**src/rtl/code_pkg.sv**
```systemverilog
// Shared types and default sizing for the count-code receive decoder.
`timescale 1ns/1ps
package code_pkg;
  localparam int unsigned CODE_W_DEF     = 64;
  localparam int unsigned LOCK_CNT_DEF   = 4;
  localparam int unsigned UNLOCK_CNT_DEF = 2;
  localparam int unsigned ERR_W_DEF      = 16;

  typedef enum logic [1:0] {
    HUNT,
    SYNC,
    LOCKED
  } state_t;
endpackage

```
**src/rtl/code_dec_gray2bin.sv**
```systemverilog
// Combinational Gray-to-binary converter: each binary bit is the XOR of all Gray bits at or above it.
`timescale 1ns/1ps
module gray2bin #(
  parameter int unsigned W = 64
) (
  input  logic [W-1:0] g_i,
  output logic [W-1:0] b_o
);
  always_comb begin
    b_o = '0;
    for (int unsigned i = 0; i < W; i++) begin
      b_o[i] = ^(g_i >> i);
    end
  end
endmodule

```
**src/rtl/code_dec.sv**
```systemverilog
// Dual-channel count-code receiver: channel select, Gray decode, sequence lock FSM, error counter.
// Optional cross-channel check enabled by defining CODE_DEC_XCHECK_EN (drives XErr).
`timescale 1ns/1ps
module code_dec
  import code_pkg::*;
#(
  parameter int unsigned W          = CODE_W_DEF,
  parameter int unsigned LOCK_CNT   = LOCK_CNT_DEF,
  parameter int unsigned UNLOCK_CNT = UNLOCK_CNT_DEF,
  parameter int unsigned ERR_W      = ERR_W_DEF
) (
  input  logic             Clk,
  input  logic             Reset,
  input  logic             En,
  input  logic             Slt,
  input  logic [W-1:0]     Code0,
  input  logic [W-1:0]     Code1,
  output logic [W-1:0]     Dout,
  output logic             Dvalid,
  output logic             Locked,
  output logic             Mismatch,
  output logic [ERR_W-1:0] ErrCnt,
  output logic             XErr
);
  localparam int unsigned GW = $clog2(LOCK_CNT + 1);
  localparam int unsigned BW = $clog2(UNLOCK_CNT + 1);

  logic [W-1:0]     s1_word_q;
  logic             s1_slt_q;
  logic             s1_v_q;
  logic [W-1:0]     dec_word;
  logic [W-1:0]     dout_q;
  logic             dvalid_q;
  state_t           state_q;
  logic [W-1:0]     exp_q;
  logic [GW-1:0]    good_q;
  logic [BW-1:0]    bad_q;
  logic             locked_q;
  logic             mism_q;
  logic [ERR_W-1:0] errcnt_q;
  logic             hit;

  gray2bin #(.W(W)) u_g2b_sel (
    .g_i (s1_word_q),
    .b_o (dec_word)
  );

  // Capture and decode stages
  always_ff @(posedge Clk or posedge Reset) begin
    if (Reset) begin
      s1_word_q <= '0;
      s1_slt_q  <= 1'b0;
      s1_v_q    <= 1'b0;
      dout_q    <= '0;
      dvalid_q  <= 1'b0;
    end else begin
      s1_v_q <= En;
      if (En) begin
        s1_word_q <= Slt ? Code1 : Code0;
        s1_slt_q  <= Slt;
      end
      dvalid_q <= s1_v_q;
      dout_q   <= s1_slt_q ? dec_word : s1_word_q;
    end
  end

`ifdef CODE_DEC_XCHECK_EN
  logic [W-1:0] s1_c0_q;
  logic [W-1:0] s1_c1_q;
  logic [W-1:0] dec_c1;
  logic         xerr_q;

  gray2bin #(.W(W)) u_g2b_x (
    .g_i (s1_c1_q),
    .b_o (dec_c1)
  );

  always_ff @(posedge Clk or posedge Reset) begin
    if (Reset) begin
      s1_c0_q <= '0;
      s1_c1_q <= '0;
      xerr_q  <= 1'b0;
    end else begin
      if (En) begin
        s1_c0_q <= Code0;
        s1_c1_q <= Code1;
      end
      xerr_q <= s1_v_q && (s1_c0_q != dec_c1);
    end
  end

  assign XErr = xerr_q;
`else
  assign XErr = 1'b0;
`endif

  assign hit = (dout_q == exp_q);

  // Every valid word re-seeds the expected value, so a single jump costs one mismatch only
  always_ff @(posedge Clk or posedge Reset) begin
    if (Reset) begin
      state_q  <= HUNT;
      exp_q    <= '0;
      good_q   <= '0;
      bad_q    <= '0;
      locked_q <= 1'b0;
      mism_q   <= 1'b0;
      errcnt_q <= '0;
    end else begin
      mism_q <= 1'b0;
      if (dvalid_q) begin
        exp_q <= dout_q + 1'b1;
        unique case (state_q)
          HUNT: begin
            good_q  <= GW'(1);
            state_q <= SYNC;
          end
          SYNC: begin
            if (hit) begin
              good_q <= good_q + 1'b1;
              if (good_q == GW'(LOCK_CNT - 1)) begin
                state_q  <= LOCKED;
                locked_q <= 1'b1;
                bad_q    <= '0;
              end
            end else begin
              good_q <= GW'(1);
            end
          end
          LOCKED: begin
            if (hit) begin
              bad_q <= '0;
            end else begin
              mism_q <= 1'b1;
              if (errcnt_q != '1) errcnt_q <= errcnt_q + 1'b1;
              if (bad_q == BW'(UNLOCK_CNT - 1)) begin
                state_q  <= HUNT;
                locked_q <= 1'b0;
                bad_q    <= '0;
              end else begin
                bad_q <= bad_q + 1'b1;
              end
            end
          end
          default: begin
            state_q  <= HUNT;
            locked_q <= 1'b0;
          end
        endcase
      end
    end
  end

  assign Dout     = dout_q;
  assign Dvalid   = dvalid_q;
  assign Locked   = locked_q;
  assign Mismatch = mism_q;
  assign ErrCnt   = errcnt_q;
endmodule

```
**config.mk**
```make
export PLATFORM = sky130hd
export DESIGN_NAME = code_dec
export DESIGN_NICKNAME = d
export VERILOG_FILES = /design/src/rtl/code_pkg.sv /design/src/rtl/code_dec_gray2bin.sv /design/src/rtl/code_dec.sv
export SDC_FILE = /design/constraint.sdc
export NUM_CORES = 1
export LEC_CHECK = 0
export BUFFER_PORTS_ARGS = -buffer_cell sky130_fd_sc_hd__buf_2
export CORE_MARGIN = 2
export CORE_UTILIZATION = 51
export DETAILED_ROUTE_END_ITERATION = 7
export HOLD_SLACK_MARGIN = 0.06
export PLACE_DENSITY = 0.88
export SLEW_MARGIN = 20
export SYNTH_ARGS = -nofsm -noshare
export SYNTH_HDL_FRONTEND = slang
export SYNTH_SLANG_ARGS = --single-unit
```
**constraint.sdc**
```tcl
create_clock -name Clk -period 6.1 [get_ports Clk]
set_clock_uncertainty 0.05 [all_clocks]
set_input_delay 0 -clock Clk [delete_from_list [all_inputs] [get_ports Clk]]
set_output_delay 0 -clock Clk [all_outputs]
set_load 0.02 [all_outputs]
```
## After elaboration in Yosys (flattened, before gate mapping)

Index checks and enable logic that the tools add are counted.

| word-level totals | value |
|---|---|
| flip-flop bits (word level) | 220 |
| output and inout bits | 84 |
| input bits | 132 |

| cells by class | value |
|---|---|
| equality and inequality tests | 10 |
| reductions and logical operators | 72 |
| bitwise gates (word level) | 2 |
| add/sub/neg operators | 4 |
| mux-type cells | 22 |

Operators with widths:

| kind | count |
|---|---|
| parity 64 bit | 64 |
| two-way mux 64 bit | 2 |
| adder 64 x 1 -> 64 bit (second input constant) | 1 |
| == test 64 bit | 1 |
| adder 16 x 1 -> 16 bit (second input constant) | 1 |
| two-way mux 2 bit | 8 |
| inequality test 16 bit (second input constant) | 1 |
| inequality test 2 bit (second input constant) | 4 |
| AND reduction 4 bit | 2 |
| two-way mux 1 bit | 7 |
| case mux 2 bit (3 select lines) | 1 |
| case mux 3 bit (2 select lines) | 1 |
| AND reduction 6 bit | 1 |
| AND reduction 5 bit | 1 |
| == test 2 x 1 -> 1 bit (second input constant) | 2 |
| case mux 2 bit (2 select lines) | 1 |
| nonzero test 2 bit | 2 |
| adder 3 x 1 -> 3 bit (second input constant) | 1 |
| == test 3 x 2 -> 1 bit (second input constant) | 1 |
| two-way mux 3 bit | 1 |
| case mux 1 bit (3 select lines) | 1 |
| adder 2 x 1 -> 2 bit (second input constant) | 1 |
| == test 2 bit (second input constant) | 1 |
| zero test 2 bit | 1 |
| other kinds (2) | 3 |

## Logic depth before layout (Yosys ltp)

Gate-level depths: netlist (run 1).

| logic depth | value |
|---|---|
| depth after elaboration | 4 |
| gate-level depth with buffers | 11 |
| gate-level depth less buffers | 9 |

## Cells and area by module

A second synthesis (run 1) with hierarchy kept.

| unflattened totals | value |
|---|---|
| cells, all modules | 1157 |
| area total of the unflattened synthesis | 12477.0 um^2 |

Modules (own cells, without submodules):

| module | instances | cells an instance | seq. area each (um^2) | area an instance (um^2) |
|---|---|---|---|---|
| code_dec | 1 | 1025 | 5505.3 | 10846.7 |
| gray2bin | 1 | 132 | 0.0 | 1630.3 |

## Worst setup path after synthesis (run 1)

OpenSTA, ideal clock, no wires.

| timing | value |
|---|---|
| path kind | register to register |
| from | register s1_word_q[62] |
| to | register dout_q[4] (netlist: Dout[4]) |
| slack | 2.818 ns |
| stages on the path, launching flop included | 10 |
| period minus slack after synthesis | 3.282 ns |
| arrival | 3.107 ns |
| required time | 5.925 ns |
| library setup time | 0.125 ns |
| path buffers | 1 |
| path through | dfrtp_1 xor3_2 xnor3_2 xnor3_2 xnor3_2 xor2_4 buf_6 xnor2_1 nand2_1 xnor2_1 |

| between the ends | value |
|---|---|
| cells in the longest elaborated chain, start to end | 2 |

Ends and longest elaborated chain:

| what | RTL line | source |
|---|---|---|
| start: declaration | code_dec.sv:28 | `logic [W-1:0] s1_word_q;` |
| start signal: assignment | code_dec.sv:59 | `s1_word_q <= Slt ? Code1 : Code0;` |
| parity 64 bit | code_dec_gray2bin.sv:12 | `b_o[i] = ^(g_i >> i);` |
| two-way mux 64 bit | code_dec.sv:63 | `dout_q <= s1_slt_q ? dec_word : s1_word_q;` |
| end signal: assignment | code_dec.sv:63 |  |
| end: declaration | code_dec.sv:32 | `logic [W-1:0] dout_q;` |

No other way between the ends.
A chain may end at the register's enable or synchronous reset.

## Worst setup path after layout (run 1)

| timing | value |
|---|---|
| from | register s1_word_q[62] |
| to | register dout_q[0] (netlist: Dout[0]) |

Same word-level chain as after synthesis.

==> results of run 1 <==
-- flip-flops by register name, indices dropped and copies added (netlist names), 2 cells and up --
| register | count |
|---|---|
| good_q | 3 |
| state_q | 2 |
| bad_q | 2 |
| exp_q | 64 |
| s1_word_q | 64 |
| ErrCnt | 16 |
| Dout | 64 |
-- layout by cell type (no fill, tap or decap), types with 21 or more instances in the layout --
cell type,count
a21oi_1,130
buf_2,212
clkbuf_16,24
dfrtp_1,218
dlygate4sd3_1,147
inv_1,21
mux2i_1,64
nand2_1,82
nand3_1,24
nand4_1,36
nor2_1,167
xnor2_1,191
xor2_1,77
-- metrics by stage --
| step | hold slack, ns | total power [uW] |
|---|---|---|
| after CTS | 0.264 | 8200 |
| after detailed placement | 0.259 | 6590 |
| after floorplan | -0.0186 | 5680 |
| final | 0.135 | 8300 |
| after global placement | 0.248 | 6390 |
| after global routing | 0.204 | 8760 |
-- critical path, delay by kind of cell, from the launching register on --
family / cells / cell delay [ns]
flops: 1 / 0.42
xor+xnor: 7 / 3.21
simple gates: 1 / 0.10
-- final cells by class --
cell class | count | area (um^2) | share of cell area, %
Inverter | 23 | 98.8 | 0.650
Clock buffer | 39 | 767 | 5.04
Multi-Input combinational cell | 868 | 5840 | 38.4
Sequential cell | 220 | 5510 | 36.2
Tap cell | 285 | 357 | 2.35
Clock inverter | 5 | 42.5 | 0.280
Timing Repair Buffer | 366 | 2580 | 17.0
-- how the worst max path moves through the flow --
stage / startpoint / endpoint / depth (start not counted)
final: s1_word_q[62] / Dout[0] / 8
after global routing: s1_word_q[62] / Dout[15] / 8
after CTS: s1_word_q[62] / Dout[0] / 8
after detailed placement: s1_word_q[62] / Dout[0] / 8
after global placement: s1_word_q[62] / Dout[0] / 8
after floorplan: Reset / Dout[0] / 1
-- cells in the mapped netlist (4+ instances only) --
cell type and n:
a21oi_1 130, and3_1 10, and4_1 7, buf_1 13, clkbuf_1 36, dfrtp_1 220, ha_1 4, inv_1 22
mux2i_1 64, nand2_1 82, nand3_1 24, nand4_1 36, nor2_1 167, nor3_1 12, nor4_1 7, o21ai_0 12
xnor2_1 191, xnor3_1 10, xor2_1 77
-- layer usage --
layer	part of all wire, %	wire length, um	global-route usage (%)
met1	38	12300	31.5
met2	52	16900	48.7
met3	6.6	2150	5.15
met4	3.1	1000	8.86
met5	0	0	0
-- power by group --
part	switching [uW]	leakage [uW]	internal [uW]	total (uW)
clock network	602	0.000404	862	1460
registers	607	0.00252	1920	2520
logic	2290	0.00379	2020	4320
-- repair_timing --
item	CTS	global route
setup endpoints to repair	0	0
hold buffers	147	0
endpoints found under the hold margin	217	0
-- cells by family after synthesis --
logic type                 Yosys count
and+or+nand+nor                    356
xor gates and xnor gates           285
DFF                                220
AOI/OAI and AO/OA                  155
buffers and inverters               74
muxes                               67
adders and majority gates            4
other                                1
==> impl_metrics.toml, run 1 <==
[floorplanning]
dieArea_mm2 = 0.0240
die-height_um = 155
start_util_pct = 51.7
dieWidth_um = 155
num_rows = 55
boundaryPins = 216
core-area_mm2 = 0.0225

[synth]
synth_xor_area_share_pct = 23.4
synthDistinctLibCells = 45
ys_warn_count = 0
ys_ff_latch = 220
synth_edf_count = 0
syn_area_mm2 = 0.0116
synth_compound_area_share_pct = 6.92
yosys.area_share.adder_pct = 0.430
yosysSeqAreaShare_pct = 47.3
yosysTopAreaCell = "dfrtp_1"
synth.area.mux_share_pct = 5.79
synthesis.nets = 1298
synthSimpleGateAreaFrac_pct = 13.6
synth_area_leaders = "dfrtp_1, xnor2_1, xor2_1, a21oi_1, mux2i_1"
synth_flop_cell = "dfrtp_1"
synth_top_family_by_area = "XOR/XNOR gates"
synth_cells = 1162
avgSynthCellArea_um2 = 10.0
async_flop_share_pct = 100
netlist.area_leader.share_pct = 47.3

[placement]
port-buffer-count = 214
gp_congestion = 0.848
dpl_cell_area_mm2 = 0.0129
pre_cts_slack_ns = 2.30
dp.cells = 1615
dp_hpwl_um = 20000

[detailed_routing]
drc = 0
drt-pass1-iter-count = 5
drt_iter0_markers = 825
drt-vias-per-instance = 5.44
antenna_left = 0
routed_wl_um = 32300
vias = 9828
wl_per_cell_um = 17.9

[worst_setup_path]
r2r_cells = 8
worst_path_most_repeated_cell = "xnor3_2"
slowest_stage = "xnor3_2"
max_stage_delay_ns = 0.61
rrSetupSlack_ns = 2.25
worstSetupPathType = "flop to flop"
crit_chain = "xor3_2 > xnor3_2 > xnor3_2 > xnor3_2 > xor2_4 > xnor3_1 > nand2_1 > xnor2_1"
cp-end-kind = "flop"
timing.rr.start = "s1_word_q[62]"
crit_fanout = 13
crit_required_ns = 6.50
critPathLaunchType = "flop"
r2r_end = "Dout[0]"
cp.arrival_ns = 4.26

[cts]
cts_buffer_depth = 3
cts.sinks = 220
cts.repair.resized = 0
cts_buffers = 24
cts_setup_buffers = 0
cts_tree = "yes"
htreeDepth = 1
clk_latency_ns = 0.53
root_buffer = "clkbuf_16"
clk_pin_slew_ns = 0.06

[timing]
rsz0062_at_grt = "no"
hold_violations = 0
slew_headroom_pct = 38.0
period_needed_ns = 3.85
clock.fmax_mhz = 260
timing.final.crit_share_pct = 63.2
worstMarginPinSlew_ns = 0.921
setup_viol = 0
setup_slack_ns = 2.25
setup_tns_ns = 0
maxSlewViolCount = 0

[power_and_ir_drop]
power.leakage_uw = 0.00671
ir_drop_mv = 0.437
power_density_mw_per_mm2 = 546

[layout]
layoutNonFillerInstCount = 1806
drive_above_1_share_pct = 17.9
n_fill_cell = 1564
area_delta_synth_final_pct = 30.6
finalInstanceArea_mm2 = 0.0152
fin_util_pct = 67.6
nNetsFinal = 1639
n_antenna_cell = 0

[grt]
grt_pass1_vias = 10000
grt_pass1_wl_um = 51300
grt_max_degree = 153
grt.overflow.total = 0
antenna_found_initial = 0
grt_use_total_pct = 26.7

[run_status]
status = "complete, no violations"

[flow_run]
max-cap-violations = 0

[hold_path]
worst_hold_path_type = "input pin to async pin"
Note: power is estimated with default switching activity, not from simulation.
==> inputs of run 2 (changes only) <==
--- a/config.mk
+++ b/config.mk
@@ -7,10 +7,10 @@
 export LEC_CHECK = 0
 export BUFFER_PORTS_ARGS = -buffer_cell sky130_fd_sc_hd__buf_2
 export CORE_MARGIN = 2
-export CORE_UTILIZATION = 51
+export CORE_UTILIZATION = 56
 export DETAILED_ROUTE_END_ITERATION = 7
 export HOLD_SLACK_MARGIN = 0.06
-export PLACE_DENSITY = 0.88
+export PLACE_DENSITY = 0.91
 export SLEW_MARGIN = 20
 export SYNTH_ARGS = -nofsm -noshare
 export SYNTH_HDL_FRONTEND = slang
==> constraint.sdc (replaced) <==
create_clock -name Clk -period 3.8 [get_ports Clk]
set_clock_uncertainty 0.05 [all_clocks]
set_input_delay 0 -clock Clk [delete_from_list [all_inputs] [get_ports Clk]]
set_output_delay 0 -clock Clk [all_outputs]
set_load 0.02 [all_outputs]
==> run 2 against run 1 <==
Effect of this change: global-route usage is 3.1 points higher; cell count is 1.9% lower; sequential cell count stayed put; routed wire length increased by 2.0%; critical path type unchanged; clock power rose by 41%; core utilization increased by 5.9 points; clock-buffer cell count shrank 6; total power grew 58%; largest cell class unchanged; largest power group unchanged.
==> impl_metrics.toml, run 2 (synthesis gave the netlist of run 1 again) <==
[hold_path]
worst_hold_path_type = "input pin to async pin"

[floorplanning]
dieArea_mm2 = 0.0220
boundaryPins = 216
core-area_mm2 = 0.0203
start_util_pct = 57.3
num_rows = 52
die-height_um = 148
dieWidth_um = 148

[cts]
cts.repair.resized = 0
cts_buffers = 23
clk_latency_ns = 0.53
cts.sinks = 220
cts_buffer_depth = 3
clk_pin_slew_ns = 0.06
cts_tree = "yes"
root_buffer = "clkbuf_16"
htreeDepth = 1

[timing]
rsz0062_at_grt = "no"
setup_viol = 0
maxSlewViolCount = 0
timing.final.crit_share_pct = 96.2
setup_tns_ns = 0
period_needed_ns = 3.66
worstMarginPinSlew_ns = 0.962
hold_violations = 0
slew_headroom_pct = 35.9
clock.fmax_mhz = 273

[grt]
grt.overflow.total = 0
grt_use_total_pct = 29.8
grt_pass1_wl_um = 52100
grt_max_degree = 98
antenna_found_initial = 0
grt_pass1_vias = 10300

[worst_setup_path]
r2r_cells = 9
cp-end-kind = "flop"
worst_path_most_repeated_cell = "xnor3_2"
slowest_stage = "xnor3_2"
worstSetupPathType = "flop to flop"
rrSetupSlack_ns = 0.14
timing.rr.start = "s1_word_q[62]"
cp.arrival_ns = 4.04
crit_required_ns = 4.18
r2r_end = "Dout[19]"
crit_fanout = 8
max_stage_delay_ns = 0.61
crit_chain = "xor3_2 > xnor3_2 > xnor3_2 > xnor3_2 > xor2_4 > buf_4 > xnor2_1 > nand2_1 > xnor2_1"
critPathLaunchType = "flop"

[layout]
n_antenna_cell = 0
layout_commonest_cell = "dfrtp_1"
drive_above_1_share_pct = 17.7
finalInstanceArea_mm2 = 0.0149
final_cell_mix = "dfrtp_1, buf_2, xnor2_1, nor2_1, dlygate4sd3_1"
area_delta_synth_final_pct = 28.2
nNetsFinal = 1626

[detailed_routing]
antenna_left = 0
drt-pass1-iter-count = 5
vias = 9905
drt-vias-per-instance = 5.59
routed_wl_um = 33000
wl_per_cell_um = 18.6
drt_iter0_markers = 775
drc = 0

[flow_run]
max-cap-violations = 0

[placement]
port-buffer-count = 214
dpl_cell_area_mm2 = 0.0130
gp_congestion = 0.870
dp_hpwl_um = 20200

[power_and_ir_drop]
ir_drop_mv = 0.648
power_density_mw_per_mm2 = 880
power.leakage_uw = 0.00660

[run_status]
status = "complete, no violations"
run 2: cell count changes in the layout (fill, tap and decap cells not counted):
cell           change
dlygate4sd3_1     -16
clkbuf_16          -1
clkinvlp_4         +1
clkinv_8           -2
inv_6              +1
buf_4              +2
buf_12             +2
clkbuf_8           -9
clkbuf_1           +4
inv_8              -1
run 2: worst max path at each step:
| stage | startpoint | to | slack (ns) | cells after the start |
|---|---|---|---|---|
| floorplan | s1_word_q[62] | Dout[4] | 0.52 | 9 |
| global placement | s1_word_q[62] | Dout[15] | 0.35 | 9 |
| detailed placement | s1_word_q[62] | Dout[15] | 0.24 | 9 |
| CTS | s1_word_q[62] | Dout[19] | 0.18 | 9 |
| global route | s1_word_q[62] | Dout[19] | 0.008 | 9 |
| finish | s1_word_q[62] | Dout[19] | 0.14 | 9 |
run 2: worst max-delay path: cells and delay by family, from the launching register on:
family	cells	cell delay (ns)
xor gates and xnor gates	7	2.75
DFF	1	0.42
buffers and inverters	1	0.25
and+or+nand+nor	1	0.10
run 2: report_power, final:
group | switching [uW] | internal, uW
sequential | 991 | 3080
combinational | 3690 | 3310
clock | 908 | 1150
run 2: what timing repair did:
action	4_1_cts	5_1_grt
endpoints found under the hold margin	104	0
buffers inserted	0	0
hold buffers	131	0
run 2: through the flow:
step | total power [uW] | utilization, % | worst slack (ns) | hold slack (ns) | std cells
after global placement | 10300 | 63.8 | 0.352 | 0.177 | 1604
after floorplan | 9120 | - | 0.518 | -0.0186 | 1162
final | 13100 | 73.5 | 0.143 | 0.176 | 1772
after detailed placement | 10700 | 63.8 | 0.238 | 0.184 | 1604
after global routing | 13800 | 73.5 | 0.00754 | 0.263 | 1772
after CTS | 13000 | 73.5 | 0.184 | 0.200 | 1772
run 2: routing by layer:
| metal | part of all wire, % | track usage (%) |
|---|---|---|
| met3 | 7.3 | 5.74 |
| met4 | 3.5 | 10.7 |
| met5 | 0 | 0 |
| met1 | 38 | 36.0 |
| met2 | 52 | 53.3 |
run 2: layout make-up:
class	instances	area [um^2]
clock buffers	33	633
multi-input cells	868	5840
well taps	270	338
repair buffers	354	2480
clock inverters	4	23.8
flip-flops and latches	220	5510
inverters	23	90.1
fillers	1277	5380
==> inputs of run 3 (changes only) <==
--- a/config.mk
+++ b/config.mk
@@ -6,7 +6,7 @@
 export NUM_CORES = 1
 export LEC_CHECK = 0
 export BUFFER_PORTS_ARGS = -buffer_cell sky130_fd_sc_hd__buf_2
-export CORE_MARGIN = 2
+export CORE_MARGIN = 3
 export CORE_UTILIZATION = 56
 export DETAILED_ROUTE_END_ITERATION = 7
 export HOLD_SLACK_MARGIN = 0.06
==> run 3 against run 2 <==
Effect of this change: final area increased by 1.2%; sequential cell count unchanged; worst hold slack lost 0.085 ns; routed wire length rose by 5.5%; total power grew 7.2%; non-clock buffer count rose by 4; critical path depth unchanged; largest cell class unchanged; highest routed layer unchanged.
==> impl_metrics.toml, run 3 (synthesis gave the netlist of run 1 again) <==
[worst_setup_path]
timing.rr.start = "s1_word_q[62]"
crit_required_ns = 4.20
critPathLaunch = "s1_word_q[62]"
endpoint = "Dout[0]"
rrSetupSlack_ns = 0.25
critPathLaunchType = "flop"
cp-end-kind = "flop"
crit_fanout = 5
cp.arrival_ns = 3.95
worstSetupPathType = "flop to flop"
r2r_cells = 9
r2r_end = "Dout[0]"

[hold_path]
worst_hold_path_type = "input pin to async pin"

[cts]
root_buffer = "clkbuf_16"
cts_tree = "yes"
htreeDepth = 1
clk_pin_slew_ns = 0.06
cts_buffers = 24
clk_latency_ns = 0.53
cts.repair.resized = 0
cts_buffer_depth = 3
cts.sinks = 220

[layout]
n_fill_cell = 1240
nNetsFinal = 1631
multiInputGateArea_mm2 = 0.00584
n_antenna_cell = 0
layoutNonFillerInstCount = 1780
drive_above_1_share_pct = 18.7
fin_util_pct = 74.4
final_cell_mix = "dfrtp_1, buf_2, xnor2_1, nor2_1, a21oi_1"
layout_commonest_cell = "dfrtp_1"
final-seq-area_mm2 = 0.00551
area_delta_synth_final_pct = 29.7

[floorplanning]
dieArea_mm2 = 0.0225
start_util_pct = 57.3
boundaryPins = 216
num_rows = 52
dieWidth_um = 150
die-height_um = 150
core-area_mm2 = 0.0203

[placement]
dp.cells = 1603
dp_hpwl_um = 20300
gp_congestion = 0.900
port-buffer-count = 214
pre_cts_slack_ns = 0.187

[grt]
grt.overflow.total = 0
antenna_found_initial = 0
grt_use_total_pct = 30.4
grt_max_degree = 110
grt_pass1_vias = 10500
grt_pass1_wl_um = 54300

[power_and_ir_drop]
power_density_mw_per_mm2 = 932
power.leakage_uw = 0.00670
ir_drop_mv = 0.793

[detailed_routing]
drt_iter0_markers = 1123
routed_wl_um = 34800
wl_per_cell_um = 19.6
antenna_left = 0
drt-pass1-iter-count = 6
drt-vias-per-instance = 5.71
vias = 10200
drc = 0

[timing]
rsz0062_at_grt = "no"
timing.hold.ws_ns = 0.0908
clock.fmax_mhz = 281
hold_violations = 0
setup_slack_ns = 0.246
maxSlewViolCount = 0
period_needed_ns = 3.55
setup_tns_ns = 0
worstMarginPinSlew_ns = 1.09
timing.final.crit_share_pct = 93.5
setup_viol = 0
slew_headroom_pct = 27.4

[run_status]
status = "complete, no violations"

[flow_run]
max-cap-violations = 0
run 3: cell count changes in the layout (fill, tap and decap cells not counted), sizes merged:
cell | before | now
buf | 223 | 229
clkbuf | 33 | 34
clkinv | 4 | 6
bufinv | 0 | 1
dlygate4sd3 | 131 | 129
run 3: final cells by class:
cell class	count	area share, %
repair buffers	358	16.7
inverters	23	0.597
flip-flops and latches	220	36.5
multi-input cells	868	38.7
clock buffers	34	4.83
clock inverters	7	0.423
well taps	270	2.24
run 3: worst min path at each step:
stage | start | endpoint | slack (ns)
2_1_floorplan | En | s1_v_q | -0.02
3_3_place_gp | Reset | s1_word_q[57] | 0.08
3_5_place_dp | Reset | s1_word_q[57] | 0.09
4_1_cts | Reset | s1_word_q[57] | 0.10
5_1_grt | Reset | ErrCnt[4] | 0.15
6_report | Reset | ErrCnt[4] | 0.09
run 3: metrics by stage:
stage	power, uW	area [um^2]
final	14100	15100
after global placement	10400	12900
after detailed placement	10700	12900
after global routing	14700	15100
after CTS	13300	15000
after floorplan	9120	11600
run 3: routing by layer:
layer / GRT usage, % / share of wire (%) / wire, um
met3: 6.35 / 8.3 / 2900
met5: 0 / 0 / 0
met2: 53.4 / 51 / 17600
met4: 12.4 / 4.5 / 1580
met1: 36.5 / 37 / 12700
run 3: power breakdown:
| part | leakage [uW] | switching (uW) | internal [uW] | total, uW |
|---|---|---|---|---|
| combinational | 0.00378 | 3970 | 3630 | 7600 |
| clock | 0.000399 | 995 | 1400 | 2390 |
| sequential | 0.00252 | 1010 | 3070 | 4090 |
| total | 0.00670 | 5970 | 8110 | 14100 |
run 3: what timing repair did:
| item | in CTS | in global routing |
|---|---|---|
| hold endpoints to repair | 90 | 0 |
| hold buffers | 129 | 0 |
| setup buffers | 0 | 6 |
| setup endpoints to repair | 0 | 4 |
run 3: worst max-delay path, stage by stage, from the launching register on:
cell and delay, ns:
dfrtp_1 0.44, xor3_2 0.52, xnor3_2 0.47, xnor3_2 0.46, xnor3_2 0.57, xor2_4 0.24
buf_4 0.20, xnor3_1 0.32, nand2_1 0.09, xnor2_1 0.12
